`src/rtl/cmp_pkg.sv`:
```
// Shared definitions for the comparator statistics accumulator:
// FSM state encoding and default operand/counter widths.
package cmp_pkg;

    localparam int DEF_DATA_W = 4;
    localparam int DEF_CNT_W  = 8;

    typedef enum logic [1:0] {
        IDLE   = 2'd0,
        RUN    = 2'd1,
        REPORT = 2'd2
    } state_t;

endpackage

```
`src/rtl/cmp_sat_max.sv`:
```
// Registered running maximum of two DATA_W operands per update, with a
// synchronous clear that wins over the update.
module cmp_sat_max
    import cmp_pkg::*;
#(
    parameter int DATA_W = DEF_DATA_W
) (
    input  logic              clk,
    input  logic              rst,
    input  logic              clr,
    input  logic              en,
    input  logic [DATA_W-1:0] a,
    input  logic [DATA_W-1:0] b,
    output logic [DATA_W-1:0] max_val
);

    logic [DATA_W-1:0] ab_max;
    logic [DATA_W-1:0] next_max;

    always_comb begin
        ab_max   = (a > b) ? a : b;
        next_max = (ab_max > max_val) ? ab_max : max_val;
    end

    always_ff @(posedge clk or posedge rst) begin
        if (rst) begin
            max_val <= '0;
        end else if (clr) begin
            max_val <= '0;
        end else if (en) begin
            max_val <= next_max;
        end
    end

endmodule

```
`src/rtl/cmp_stat_accum.sv`:
```
// Counts comparator outcomes and tracks the largest operand over an
// N-sample window. Optional flag checking: define CMP_ONEHOT_CHECK_EN.
module cmp_stat_accum
    import cmp_pkg::*;
#(
    parameter int DATA_W = DEF_DATA_W,
    parameter int CNT_W  = DEF_CNT_W
) (
    input  logic              clk,
    input  logic              rst,
    input  logic              start,
    input  logic [CNT_W-1:0]  num_samples,
    input  logic              in_valid,
    output logic              in_ready,
    input  logic [DATA_W-1:0] a,
    input  logic [DATA_W-1:0] b,
    input  logic              AgtB,
    input  logic              AltB,
    input  logic              AeqB,
    output logic [CNT_W-1:0]  gt_cnt,
    output logic [CNT_W-1:0]  lt_cnt,
    output logic [CNT_W-1:0]  eq_cnt,
    output logic [DATA_W-1:0] max_val,
    output logic              done,
    input  logic              ack,
    output logic              err,
    output logic [1:0]        dbg_state
);

    // Handshake: a sample transfers on a rising edge where in_valid && in_ready;
    // in_ready depends only on state, never on in_valid.
    state_t state, state_nxt;

    logic [CNT_W-1:0] n_q;
    logic [CNT_W-1:0] smp_cnt;
    logic             clr_win;
    logic             accept;
    logic             inc_gt, inc_lt, inc_eq;

    assign dbg_state = state;
    assign accept    = in_valid && in_ready;

    always_ff @(posedge clk or posedge rst) begin
        if (rst) begin
            state <= IDLE;
        end else begin
            state <= state_nxt;
        end
    end

    always_comb begin
        state_nxt = state;
        in_ready  = 1'b0;
        done      = 1'b0;
        clr_win   = 1'b0;
        case (state)
            IDLE: begin
                if (start) begin
                    clr_win   = 1'b1;
                    state_nxt = (num_samples == '0) ? REPORT : RUN;
                end
            end
            RUN: begin
                in_ready = 1'b1;
                if (in_valid && (smp_cnt == n_q - CNT_W'(1))) begin
                    state_nxt = REPORT;
                end
            end
            REPORT: begin
                done = 1'b1;
                if (ack) begin
                    state_nxt = IDLE;
                end
            end
            default: state_nxt = IDLE;
        endcase
    end

`ifdef CMP_ONEHOT_CHECK_EN
    logic flags_onehot;

    always_comb begin
        flags_onehot = ({AgtB, AltB, AeqB} == 3'b100) ||
                       ({AgtB, AltB, AeqB} == 3'b010) ||
                       ({AgtB, AltB, AeqB} == 3'b001);
        inc_gt = AgtB && flags_onehot;
        inc_lt = AltB && flags_onehot;
        inc_eq = AeqB && flags_onehot;
    end

    // Sticky until reset; a bad sample still consumes a slot of the window.
    always_ff @(posedge clk or posedge rst) begin
        if (rst) begin
            err <= 1'b0;
        end else if (accept && !flags_onehot) begin
            err <= 1'b1;
        end
    end
`else
    always_comb begin
        inc_gt = AgtB;
        inc_lt = AltB;
        inc_eq = AeqB;
    end

    assign err = 1'b0;
`endif

    // N never exceeds 2^CNT_W-1, so none of these counters can wrap.
    always_ff @(posedge clk or posedge rst) begin
        if (rst) begin
            n_q     <= '0;
            smp_cnt <= '0;
            gt_cnt  <= '0;
            lt_cnt  <= '0;
            eq_cnt  <= '0;
        end else if (clr_win) begin
            n_q     <= num_samples;
            smp_cnt <= '0;
            gt_cnt  <= '0;
            lt_cnt  <= '0;
            eq_cnt  <= '0;
        end else if (accept) begin
            smp_cnt <= smp_cnt + CNT_W'(1);
            if (inc_gt) gt_cnt <= gt_cnt + CNT_W'(1);
            if (inc_lt) lt_cnt <= lt_cnt + CNT_W'(1);
            if (inc_eq) eq_cnt <= eq_cnt + CNT_W'(1);
        end
    end

    cmp_sat_max #(
        .DATA_W(DATA_W)
    ) u_max (
        .clk    (clk),
        .rst    (rst),
        .clr    (clr_win),
        .en     (accept),
        .a      (a),
        .b      (b),
        .max_val(max_val)
    );

endmodule

```
`config.mk`:
```
export PLATFORM = sky130hd
export DESIGN_NAME = cmp_stat_accum
export DESIGN_NICKNAME = d
export VERILOG_FILES = /design/src/rtl/cmp_pkg.sv /design/src/rtl/cmp_sat_max.sv /design/src/rtl/cmp_stat_accum.sv
export SDC_FILE = /design/constraint.sdc
export NUM_CORES = 1
export LEC_CHECK = 0
export CORE_MARGIN = 4
export CORE_UTILIZATION = 45
export DETAILED_ROUTE_END_ITERATION = 7
export PLACE_DENSITY = 0.82
export SLEW_MARGIN = 20
export SYNTH_ARGS = -nofsm -noshare
export SYNTH_HDL_FRONTEND = slang
export SYNTH_SLANG_ARGS = --single-unit
```
`constraint.sdc`:
```
create_clock -name clk -period 2.87 [get_ports clk]
set_clock_uncertainty 0.15 [all_clocks]
set_input_delay 0.574 -clock clk [delete_from_list [all_inputs] [get_ports clk]]
set_output_delay 0.574 -clock clk [all_outputs]
set_load 0.005 [all_outputs]
```
==> qor.txt, run 1 <==
Clk Latency, worst-skew pair: 0.29 ns
Routed len/inst: 13.8 µm
Post-synth net total: 312
Switching Fraction: 0.373
Critical Path Start Type: flop
Final WL: 5750 µm
Max transition margin: 0.617
CTS tree: built
MaxCap Viol Count: 0
H-tree levels: 2
Fmax: 0.358 GHz
Die Ht: 83.1 µm
First-pass GRT wire length: 10000 µm
Period utilization: 0.974
Critical Path Fanout Max: 3
Drt drc: 0
Net Sw Power: 1030 µW
EDFF count, synth: 0
Logic pwr share: 0.472
Global route overflow: 0
Slew @ Worst Pin: 0.575 ns
IO Count: 57
Hpwl dp: 4040 µm
Vias in the first global route: 2223
Internal: 1740 µW
Setup slack after layout: 0.0754 ns
Largest net degree at the start of global routing: 47
Main synth FF type: dfrtp_1
Worst EP arrival: 2.84 ns
ANT cells: 0
CTS Buffer Depth: 2
I/O Buffers: 55
Clk slew on worst S/H paths: 0.08 ns
Vias per std cell: 5.17
WS Path Type: reg -> reg
Initial antenna violation count: 0
Initial core utilization: 0.461
Syn avg cell area: 9.24 µm²
Cell total after placement: 406
FILL cells: 474
Core area: 0.00551 mm²
FFs w/ async S/R, synth: 1.00
PD cells: 797 mW/mm²
Tmin final: 2.79 ns
Die width: 83.1 µm
Part of the power in registers: 0.394
Die area: 0.00691 mm²
Cells after synthesis: 275
Pre-CTS WS: -0.750 ns
Slowest cell on crit path: or4_1
Seq/Total Area, Yosys: 0.453
Power share of the clock group: 0.135
FP Rows: 27
Vias: 2152
Final std cells w/o fill: 416
Synthesized flop and latch total: 46
Inserted Clock Buffers: 5
Total Power: 2770 µW
Hold Buf Count CTS: 0
Crit-path cells: or4_4, or4b_1, a221o_1, or4_1, a21o_1
CP peak stage delay: 0.58 ns
Hold Fails Final Rpt: 0
Status: complete, no violations
Initial DRC count: 105
# nets final: 381
Setup violations, final: 0
GPL Wtd Cong: 0.856
GRT Util Overall: 0.172
Worst Setup End Kind: flop
CTS root buf: clkbuf_8
Mapped cell area: 0.00254 mm²
Drt pass-1 iters: 4
Worst Hold Class: reg -> reg
CP top delay family: simple AND/OR/NAND/NOR gates
WP buf/inv: 0
Final ANT Viol Nets: 0
Leakage power: 0.00158 µW
Unique cell type count in the Yosys netlist: 39
Layout cell share with drive strength beyond 1: 0.151
CTS sink count: 46
Peak supply drop: 0.000575 V
CP required: 2.91 ns
Max-slew violation count: 0
RSZ-0062 raised after global routing: yes
Yosys warnings: 0
Layout area overhead: 36.7%
routing by layer:
| layer | global-route usage | vias up | part of all wire |
|---|---|---|---|
| li1 | - | 1065 | - |
| met1 | 0.218 | 1041 | 0.45 |
| met2 | 0.305 | 44 | 0.51 |
| met3 | 0.0377 | 2 | 0.038 |
| met4 | 0.0253 | 0 | 0.0033 |
| met5 | 0 | - | 0 |
worst register-to-register path: stages, from the launching register on:
cell     delay [ns]
dfrtp_1        0.40
or4_4          0.55
or4b_1         0.47
a221o_1        0.34
or4_1          0.58
a21o_1         0.20
worst paths after layout:
check / start / to / slack (ns) / depth (start not counted)
min in group asynchronous: rst / lt_cnt[4] / 0.58 / 3
max: n_q[1] / dbg_state[0] / 0.08 / 5
max reg2reg: n_q[1] / dbg_state[0] / 0.08 / 5
min: n_q[7] / n_q[7] / 0.36 / 2
min reg2reg: n_q[7] / n_q[7] / 0.36 / 2
max in group asynchronous: rst / u_max.max_val[0] / 1.59 / 3
per-stage QoR:
stage                      util  hold WS (ns)  setup TNS, ns  area, µm²
after floorplan               -         0.317              0       2550
after global placement    0.594         0.337          -2.48       3270
after detailed placement  0.594         0.343          -2.95       3270
after CTS                 0.624         0.362        -0.0259       3440
after global routing      0.631         0.402         -0.153       3470
final                     0.631         0.356              0       3470
flip-flops by register name, summed over array words and instances, names as in the netlist:
signal / count
dbg_state: 2
gt_cnt: 8
smp_cnt: 8
n_q: 8
lt_cnt: 8
u_max.max_val: 4
eq_cnt: 8
cells by family (layout without fill, tap and decap cells):
logic type / Yosys count / in the layout / synth area share
AND/OR/NAND/NOR: 114 / 114 / 0.216
other: 1 / 1 / 0.00148
buffers and inverters: 26 / 95 / 0.0399
flip-flops: 46 / 46 / 0.453
adder cells (fa/ha/maj): 13 / 13 / 0.0640
XOR/XNOR: 36 / 36 / 0.124
multiplexers: 6 / 6 / 0.0236
AO/OA/AOI/OAI: 33 / 33 / 0.0773
repair_timing:
action,in CTS,in global routing
pin swaps,4,7
gates resized for setup,23,32
setup buffers,3,0
endpoints found under the setup margin,4,4
power by group through the flow:
stage               Sequential [µW]  Clock [µW]  Combinational (µW)
floorplan                      1050           0                 714
global placement               1080           0                1150
detailed placement             1090           0                1190
CTS                            1080         387                1260
global route                   1120         411                1470
finish                         1090         373                1300
cell type report:
type                       count  area [µm²]  share of cell area
clock buffer                   7        76.3              0.0220
inverter                      16        62.6              0.0180
multi-input combinational    203        1430               0.410
sequential                    46        1150               0.332
tap                           72        90.1              0.0259
timing repair buffer          72         667               0.192
layout by cell type, fill, tap and decap left out, types with 2 or more instances in the layout:
master and instances:
and4_1 2, a21oi_2 2, inv_1 12, nand4_1 11, nand2_1 36, o21ai_0 6
a21oi_1 10, xor2_1 24, nand3_1 7, nor2_1 32, and3_1 7, nor4_1 2
ha_4 4, o21ai_2 3, nor3_1 2, ha_1 9, buf_4 16, xnor2_1 12
mux2i_1 4, and2_1 3, clkdlybuf4s50_1 47, dfrtp_1 46, clkbuf_8 5, or3_1 3
clkbuf_1 2, inv_2 3, clkbuf_2 6
cells in the mapped netlist, types with 2 or more instances:
library cell	number	area [µm²]
a21oi_1	12	60.1
and2_1	3	18.8
and3_1	7	43.8
and4_1	2	17.5
clkbuf_1	9	33.8
dfrtp_1	46	1150
ha_1	13	163
inv_1	16	60.1
mux2i_1	6	60.1
nand2_1	36	135
nand3_1	7	35.0
nand4_1	11	68.8
nor2_1	32	120
nor2b_1	2	12.5
nor3_1	3	15.0
nor4_1	2	12.5
o21ai_0	10	50.1
or3_1	3	18.8
xnor2_1	12	105
xor2_1	24	210
Power figures use the tool's default switching activity.
==> inputs of run 2 (changes only) <==
- CORE_ASPECT_RATIO: unset -> 0.9
==> run 2 against run 1 <==
Flip-flop and latch count unchanged. Total power up 7.7%. Global-route usage up 0.69 points. Fmax down 4.5%. Critical path type is now in -> reg. The flow now finishes with violations (setup timing).
==> qor.txt, run 2 (synthesis results as in run 1) <==
FP Rows: 25
Initial DRC count: 76
Final Util: 0.684
Wl on met1: 2710 µm
Clk Latency, worst-skew pair: 0.30 ns
Die Ht: 79.3 µm
ANT cells: 0
Period utilization: 1.02
Inserted Clock Buffers: 5
Critical Path Fanout Max: 6
Critical Path Start Type: input port
Initial antenna violation count: 0
Flop2flop setup slack: 0.05 ns
Vias: 2203
CP required: 2.94 ns
H-tree levels: 2
Slew @ Worst Pin: 0.513 ns
Failing checks: setup timing
CTS sink count: 46
Critical R2R Capture: dbg_state[0]
Hpwl dp: 4020 µm
Layout cell share with drive strength beyond 1: 0.194
Placement Cell Area: 0.00327 mm²
Max-slew violation count: 0
Total Power: 2980 µW
I/O Buffers: 55
Hold endpoint: n_q[7]
Final Instance Area: 0.00366 mm²
CTS tree: built
Status: complete, but fails checks
Logic pwr share: 0.474
Most frequent cells in the layout: clkdlybuf4s50_1, dfrtp_1, nand2_1
Met2 routed WL: 3130 µm
Drt drc: 0
Critical hold path startpoint: n_q[7]
Reg2reg path depth: 5
CTS root buf: clkbuf_8
IO Count: 57
Hold path depth: 2
PD cells: 815 mW/mm²
Final Hold Slack: 0.361 ns
Commonest non-fill, non-tap cell in the layout: clkdlybuf4s50_1
Drt pass-1 iters: 4
Die width: 87.2 µm
# nets final: 387
Die area: 0.00691 mm²
Power share of the clock group: 0.161
Max transition margin: 0.655
Setup violations, final: 4
Worst EP arrival: 3.00 ns
Internal: 1880 µW
Peak supply drop: 0.000444 V
RSZ-0062 raised after global routing: yes
Layout area overhead: 44.1%
Hold Buf Count CTS: 0
First-pass GRT wire length: 9880 µm
Start of the worst register-to-register path: n_q[1]
Part of the power in registers: 0.365
Switching Fraction: 0.369
Setup slack after layout: -0.0560 ns
Largest net degree at the start of global routing: 47
Fmax: 0.342 GHz
Top Layer Used: met4
Vias per std cell: 5.27
Met3 routed WL: 249 µm
Global route overflow: 0
Worst Hold Class: reg -> reg
Clk slew on worst S/H paths: 0.09 ns
Routed len/inst: 14.8 µm
GRT Util Overall: 0.179
Final ANT Viol Nets: 0
MaxCap Viol Count: 0
Final WL: 6180 µm
Net Sw Power: 1100 µW
Vias in the first global route: 2124
GPL Wtd Cong: 0.828
Tmin final: 2.93 ns
Leakage power: 0.00164 µW
Worst Setup End Kind: flop
Core area: 0.00535 mm²
Initial core utilization: 0.475
WS Path Type: in -> reg
CTS Buffer Depth: 2
Hold Fails Final Rpt: 0
Setup TNS: -0.123 ns
[run 2: area by class of cell]
type	count	area, µm²
Clock inverter	1	30.0
Fill cell	406	1690
Inverter	16	65.1
Clock buffer	7	76.3
Timing Repair Buffer	78	743
Tap cell	67	83.8
Multi-Input combinational cell	203	1510
Sequential cell	46	1150
[run 2: power by group through the flow]
stage | combinational, µW | sequential, µW | clock [µW]
5_1_grt | 1560 | 1130 | 525
3_3_place_gp | 1140 | 1080 | 0
4_1_cts | 1270 | 1080 | 492
2_1_floorplan | 714 | 1050 | 0
3_5_place_dp | 1180 | 1090 | 0
6_report | 1410 | 1090 | 480
[run 2: how the worst max path moves through the flow]
stage	from	end	cells after the start
2_1_floorplan	b[1]	u_max.max_val[1]	12
3_3_place_gp	b[1]	u_max.max_val[0]	13
3_5_place_dp	b[1]	u_max.max_val[3]	13
4_1_cts	a[1]	u_max.max_val[3]	13
5_1_grt	b[3]	u_max.max_val[0]	16
6_report	b[3]	u_max.max_val[0]	15
[run 2: repair_timing]
action	CTS	global route
pin swaps	8	13
buffers inserted	9	1
gates resized for setup	37	45
endpoints found under the setup margin	4	4
endpoints found under the hold margin	0	0
[run 2: worst max-delay path, stage by stage]
cell,delay (ns)
buf_6,0.10
inv_2,0.07
ha_4,0.20
nand4_1,0.13
o31ai_4,0.11
nor3_4,0.27
buf_6,0.15
buf_6,0.09
mux2i_2,0.24
inv_1,0.11
ha_4,0.27
o211ai_1,0.12
a21oi_4,0.29
o21ai_1,0.11
a21oi_1,0.15
[run 2: per-stage QoR]
stage / std cells / setup slack, ns
6_report: 418 / -0.0560
3_3_place_gp: 401 / -0.601
5_1_grt: 418 / -0.138
4_1_cts: 417 / 0.0223
2_1_floorplan: 275 / 0.0101
3_5_place_dp: 401 / -0.859
[run 2: layer usage]
layer  up-vias  GRT usage
met5         -          0
met3         7     0.0353
met4         0     0.0583
met2        45      0.297
li1       1080          -
met1      1071      0.232
